## src/rtl/cache_arbiter_pkg.sv

```systemverilog
// Shared types for the L1 I/D cache arbiter: FSM states, requester ids and
// the default line width.
package cache_arbiter_pkg;

  localparam int LINE_W = 256;

  typedef enum logic [1:0] {
    IDLE,
    BUSY_I,
    BUSY_D
  } arb_state_t;

  typedef enum logic {
    REQ_I,
    REQ_D
  } requester_t;

endpackage

```

## src/rtl/arb_rr_pick.sv

```systemverilog
// Combinational grant selection between the icache and dcache requesters.
// grant_id / last_grant encoding: 0 = icache, 1 = dcache.
module arb_rr_pick #(
  parameter int D_PRIORITY = 0
) (
  input  logic pending_i,
  input  logic pending_d,
  input  logic last_grant,
  output logic grant_valid,
  output logic grant_id
);

  always_comb begin
    grant_valid = pending_i | pending_d;
    grant_id    = 1'b0;
    // A tie goes to D under fixed priority, or when I was served last.
    if (pending_d && (!pending_i || (D_PRIORITY != 0) || !last_grant))
      grant_id = 1'b1;
  end

endmodule

```

## src/rtl/cache_arbiter.sv

```systemverilog
// Arbitrates the single line-wide memory port between the L1 icache and
// dcache; one transaction is latched and driven downstream until mem_resp.
module cache_arbiter #(
  parameter int LINE_W     = cache_arbiter_pkg::LINE_W,
  parameter int ADDR_W     = 32,
  parameter int D_PRIORITY = 0
) (
  input  logic              clk,
  input  logic              rst,
  input  logic [ADDR_W-1:0] i_addr,
  input  logic              i_read,
  output logic [LINE_W-1:0] i_rdata,
  output logic              i_resp,
  input  logic [ADDR_W-1:0] d_addr,
  input  logic              d_read,
  input  logic              d_write,
  input  logic [LINE_W-1:0] d_wdata,
  output logic [LINE_W-1:0] d_rdata,
  output logic              d_resp,
  output logic [ADDR_W-1:0] mem_addr,
  output logic              mem_read,
  output logic              mem_write,
  output logic [LINE_W-1:0] mem_wdata,
  input  logic [LINE_W-1:0] mem_rdata,
  input  logic              mem_resp,
  output logic [31:0]       grant_i_cnt,
  output logic [31:0]       grant_d_cnt,
  output logic [31:0]       conflict_cnt
);
  import cache_arbiter_pkg::*;

  // Handshake: a requester holds its read/write level until its one-cycle
  // resp pulse; downstream, mem_read/mem_write stay high until mem_resp.
  arb_state_t state;
  requester_t last_grant;
  logic       pending_i;
  logic       pending_d;
  logic       grant_valid;
  logic       grant_id;

  assign pending_i = i_read;
  assign pending_d = d_read | d_write;

  arb_rr_pick #(
    .D_PRIORITY(D_PRIORITY)
  ) u_pick (
    .pending_i  (pending_i),
    .pending_d  (pending_d),
    .last_grant (last_grant == REQ_D),
    .grant_valid(grant_valid),
    .grant_id   (grant_id)
  );

  assign i_rdata = mem_rdata;
  assign d_rdata = mem_rdata;
  assign i_resp  = (state == BUSY_I) && mem_resp;
  assign d_resp  = (state == BUSY_D) && mem_resp;

  always_ff @(posedge clk) begin
    if (rst) begin
      state        <= IDLE;
      last_grant   <= REQ_I;
      mem_addr     <= '0;
      mem_wdata    <= '0;
      mem_read     <= 1'b0;
      mem_write    <= 1'b0;
      grant_i_cnt  <= '0;
      grant_d_cnt  <= '0;
      conflict_cnt <= '0;
    end else begin
      case (state)
        IDLE: begin
          if (pending_i && pending_d)
            conflict_cnt <= conflict_cnt + 32'd1;
          if (grant_valid) begin
            mem_wdata <= d_wdata;
            if (grant_id) begin
              state      <= BUSY_D;
              last_grant <= REQ_D;
              mem_addr   <= d_addr;
              // A simultaneous read and write from the dcache is a writeback.
              mem_read   <= ~d_write;
              mem_write  <= d_write;
            end else begin
              state      <= BUSY_I;
              last_grant <= REQ_I;
              mem_addr   <= i_addr;
              mem_read   <= 1'b1;
              mem_write  <= 1'b0;
            end
          end
        end
        BUSY_I, BUSY_D: begin
          if (mem_resp) begin
            state     <= IDLE;
            mem_read  <= 1'b0;
            mem_write <= 1'b0;
            if (state == BUSY_I) grant_i_cnt <= grant_i_cnt + 32'd1;
            else                 grant_d_cnt <= grant_d_cnt + 32'd1;
          end
        end
        default: state <= IDLE;
      endcase
    end
  end

endmodule

```

## config.mk

```make
export PLATFORM = sky130hd
export DESIGN_NAME = cache_arbiter
export DESIGN_NICKNAME = d
export VERILOG_FILES = /design/src/rtl/cache_arbiter_pkg.sv /design/src/rtl/arb_rr_pick.sv /design/src/rtl/cache_arbiter.sv
export SDC_FILE = /design/constraint.sdc
export NUM_CORES = 1
export LEC_CHECK = 0
export CORE_AREA = 2 2 576 578
export DETAILED_ROUTE_END_ITERATION = 8
export DIE_AREA = 0 0 578 580
export GPL_TIMING_DRIVEN = 0
export MAX_ROUTING_LAYER = met4
export PLACE_DENSITY_LB_ADDON = 0.12
export SLEW_MARGIN = 20
export SYNTH_ARGS = -nofsm -noshare
export SYNTH_HDL_FRONTEND = slang
export SYNTH_HIERARCHICAL = 1
export SYNTH_SLANG_ARGS = --single-unit
```

## constraint.sdc

```tcl
create_clock -name clk -period 2.7 [get_ports clk]
set_clock_uncertainty 0.1 [all_clocks]
set_input_delay 0.27 -clock clk [delete_from_list [all_inputs] [get_ports clk]]
set_output_delay 0.27 -clock clk [all_outputs]
set_load 0.05 [all_outputs]
```

Word level (Yosys, flattened, before mapping)
Cells that the tools add are included.

word-level totals
  flip-flop bits (word level) = 389
  bits of input ports = 582
  output and inout bits = 900

operators by class
  add/subtract/negate cells = 3
  eq/ne operators = 4
  muxes and demuxes = 14
  bitwise gates (word level) = 4
  reduce and logical (&&, ||, !) cells = 16

operator list
  cell                                                             count
  32-bit by 1-bit adder with 32-bit output, second input constant  3
  32-bit 2-to-1 mux                                                1
  3-bit AND reduction                                              3
  1-bit 2-to-1 mux                                                 7
  2-bit 2-to-1 mux                                                 3
  2-bit AND reduction                                              3
  1-bit logical AND                                                4
  2-bit inequality test, second input constant                     2
  1-bit one-hot mux with 2 select lines                            2
  2-bit one-hot mux with 2 select lines                            1
  2-bit by 1-bit == test with 1-bit output, second input constant  1
  2-bit == test, second input constant                             1
  1-bit logical NOT                                                2
  2-bit logical NOT                                                1
  1-bit inverter                                                   2
  1-bit OR                                                         2
  2-bit nonzero test                                               1
  2-bit OR reduction                                               1
  1-bit logical OR                                                 1

Logic depth before layout (Yosys ltp)
  depth in word-level cells = 7
  depth in mapped cells = 9
  depth with buffers taken out = 6

Hierarchy
The synthesis kept the hierarchy.

modules (own cells, without submodules)
  module         times used  cells an instance  area an instance (µm²)  sequential area each (µm²)
  cache_arbiter  1           2368               18895.6                 7787.5
  arb_rr_pick    1           2                  13.8                    0.0

Least setup slack after synthesis
No wires, ideal clock.

  kind = flip-flop to flip-flop
  from = register grant_d_cnt[15]
  to = register grant_d_cnt[27]
  arrival = 2.168 ns
  data required time = 2.530 ns
  slack = 0.362 ns
  stages on the path, launching flop included = 6
  path through = dfxtp_1 -> nand4_1 -> or4_4 -> buf_2 -> or4_1 -> a21oi_1

on the way
  word-level cells in the longest chain between the ends = 1

RTL lines
  what                                      RTL line             RTL
  from (decl)                               cache_arbiter.sv:27  output logic [31:0] grant_d_cnt,
  from (signal assigned)                    cache_arbiter.sv:99  else grant_d_cnt <= grant_d_cnt + 32'd1;
  32-bit by 1-bit adder with 32-bit output  cache_arbiter.sv:99

Every way passes these cells.
A chain may end at the register's enable or synchronous reset.

Worst setup path after layout
  from = register mem_wdata[8]
  to = output mem_wdata[8]

RTL lines
  what                    RTL line             RTL
  from (decl)             cache_arbiter.sv:23  output logic [LINE_W-1:0] mem_wdata,
  from (signal assigned)  cache_arbiter.sv:76  mem_wdata <= d_wdata;

No word-level cell between the ends.

==> results <==
[sequential cells by signal, summed over array words and instances (netlist names)]
signal	flops
mem_addr	32
conflict_cnt	32
mem_read	1
state	2
mem_wdata	256
mem_write	1
grant_d_cnt	32
last_grant	1
grant_i_cnt	32
[routing by layer]
layer | up-vias | wire length (um) | track usage
li1 | 10379 | - | -
met1 | 10067 | 61800 | 0.0990
met2 | 1076 | 78800 | 0.162
met3 | 153 | 18400 | 0.0452
met4 | 0 | 4660 | 0.0271
met5 | - | 0 | -
[cell usage in the layout, fill, tap and decap left out, types with 3 or more instances in the layout]
| cell | count |
|---|---|
| mux2_2 | 15 |
| clkbuf_1 | 88 |
| ha_1 | 5 |
| o21ai_0 | 15 |
| clkinv_2 | 4 |
| buf_4 | 518 |
| diode_2 | 38 |
| dfxtp_1 | 389 |
| nand2_2 | 3 |
| or3_1 | 12 |
| dlygate4sd3_1 | 184 |
| clkbuf_4 | 5 |
| dlygate4sd2_1 | 20 |
| clkbuf_2 | 43 |
| clkdlybuf4s50_1 | 1200 |
| nand2_1 | 550 |
| nor3_1 | 13 |
| clkbuf_8 | 18 |
| o31ai_1 | 34 |
| and2_1 | 11 |
| mux2i_1 | 34 |
| or4_1 | 36 |
| nor2_1 | 88 |
| and3_1 | 9 |
| a211oi_1 | 32 |
| nand4_1 | 35 |
| nand3_1 | 29 |
| nor4_1 | 7 |
| a21oi_1 | 309 |
| clkbuf_16 | 61 |
| inv_1 | 15 |
| and4_1 | 13 |
| buf_12 | 3 |
| nor2b_1 | 13 |
| xor2_1 | 21 |
| buf_1 | 4 |
| xnor2_1 | 9 |
| buf_2 | 10 |
[tightest hold or removal path: stages]
cell and delay (ps):
clkdlybuf4s50_1 410, nand2_1 120, a21oi_1 70
[final cells by class]
class / instances / area share
timing repair buffer: 1417 / 0.349
sequential: 389 / 0.191
multi-input combinational: 1316 / 0.165
tap: 4366 / 0.134
buffer: 649 / 0.110
clock buffer: 94 / 0.0447
clock inverter: 9 / 0.00328
antenna: 38 / 0.00233
inverter: 15 / 0.00138
[final timing paths]
check	to	slack, ps
max	mem_wdata[8]	120
min reg2reg	mem_wdata[184]	350
min	mem_wdata[226]	80
max reg2reg	mem_wdata[238]	180
[kinds of logic after synthesis]
| group | after synthesis | synth area share |
|---|---|---|
| and+or+nand+nor | 835 | 0.194 |
| buffers and inverters | 665 | 0.235 |
| AOI/OAI and AO/OA | 396 | 0.115 |
| DFF | 389 | 0.412 |
| muxes | 49 | 0.0269 |
| xor gates and xnor gates | 30 | 0.0139 |
| adders and majority gates | 6 | 0.00397 |
[what timing repair did]
action                                  in CTS  in global routing
resized for setup                           58                 47
buffers inserted                             4                  1
endpoints found under the setup margin     334                121
endpoints found under the hold margin      184                  0
hold buffers                               184                  0
pin swaps                                    0                  1
[per-stage QoR]
step / setup WS [ps] / utilization / setup TNS [ps] / std cells / hold WS (ps)
2_1_floorplan: 362 / - / 0 / 2370 / 306
3_3_place_gp: -2570 / 0.111 / -671440 / 7959 / 342
3_5_place_dp: -1370 / 0.112 / -335360 / 7964 / 346
4_1_cts: 1.92 / 0.123 / 0 / 8255 / 2.19
5_1_grt: -1.73 / 0.124 / -2.91 / 8288 / 23.6
6_report: 115 / 0.124 / 0 / 8293 / 80.7
[power by group through the flow]
stage	sequential, mW	combinational [mW]	clock, mW
2_1_floorplan	8.65	3.43	0
3_3_place_gp	6.83	9.50	0
3_5_place_dp	6.83	9.48	0
4_1_cts	6.73	9.77	8.60
5_1_grt	6.78	10.1	8.80
6_report	6.71	9.55	8.11
==> results.toml <==
[outcome]
status = "finished clean"

[placement]
placed_area_mm2 = 0.0367
post-dp-hpwl_mm = 142
place_congestion = 0.769
port-buffer-count = 1223

[power]
powerDensity_mw_per_mm2 = 598
clkPwrFrac = 0.333
comb_power_share = 0.392
ir_worst_vdd_v = 0.000527
p_int_mw = 14.2
power_frac_seq = 0.275
p_switching_mw = 10.2
p_total_mw = 24.4
swShare = 0.417
power.static_leakage_nw = 14.9

[flow_run]
drv_cap = 0

[cts]
clk_pin_slew_ps = 60
cts_tree = "yes"
cts_root_buf = "clkbuf_16"
cts_buffer_depth = 3
clock_latency_ps = 720
cts_buffers = 61
cts_sinks = 389
cts_max_level = 2

[die]
fp.dieW_um = 578
start_util = 0.0574
die_h_um = 580
ios = 1482
dieArea_mm2 = 0.335
core_area_mm2 = 0.329
num_rows = 211

[setup_path]
cp-startpoint = "mem_wdata[8]"
r2r-start = "state[0]"
critPathMaxStageDelay_ps = 940
critPathMaxFanout = 2
cp_num_buf_inv = 1
critPathKind = "flop to output port"
reg2reg_depth = 8
crit_family = "buffers and inverters"
crit_required_ps = 2330
cpMaxStageDelayCell = "clkdlybuf4s50_1"
start_kind = "flop"
cp.arrival_ps = 2210
worstSetupPathDepth = 1
cp_cell_sequence = "clkdlybuf4s50_1"
end_kind = "output port"

[global_routing]
grt_overflow_total = 0
grt.total_usage = 0.0959
grt_max_degree = 19
grt_pass1_wl_mm = 209
antenna_found_initial = 56
grt_pass1_vias = 21972

[cells_and_area]
fin_area_mm2 = 0.0408
syn_to_final_growth_pct = 116
multi_input_comb_area_mm2 = 0.00672
n_fill_cell = 37805
num-nets-final = 4437
drive_gt1_frac = 0.180
seqCellArea_mm2 = 0.00779

[logic_synthesis]
synth.top_cells.by_count = "nand2_1 (553), buf_4 (512), dfxtp_1 (389), a21oi_1 (309), clkbuf_1 (120)"
syn_area_per_cell_um2 = 7.98
synth_edf_count = 0
syn_nets = 2958
synthFlopType = "dfxtp_1"
synth_seq_area_share = 0.412
synth.cell_area_mm2 = 0.0189
ys_warn_count = 6
synth_area_leaders = "dfxtp_1 (41%), buf_4 (20%), nand2_1 (11%)"
synth_top_area_frac = 0.412
synth.distinct_cells = 46
synth-seq-cells = 389
async_reset_ff_frac = 0
synth_largest_area_cell = "dfxtp_1"
syn_inst = 2370
yosysMostFrequentCell = "nand2_1"

[min_path]
hold_path_depth = 3
min-delay-start = "d_wdata[226]"
hp-class = "input pin to flop"

[drt]
via_per_inst = 2.61
drc = 0
dr.first_iter.drc_count = 944
routed_wl_mm = 164
dr.pass1.iters = 5
vias = 21675
ant_nets = 0
wire_per_inst_um = 19.7

[sta]
rsz0062_at_grt = "yes"
slew_viol_final = 0
tightest_slew_ps = 1140
period_minus_slack_ps = 2580
period_share = 0.957
fmax_mhz = 387
relSlewSlack = 0.244
hold_viol = 0
final-setup-viol-count = 0
Note: power is estimated with default switching activity, not from simulation.
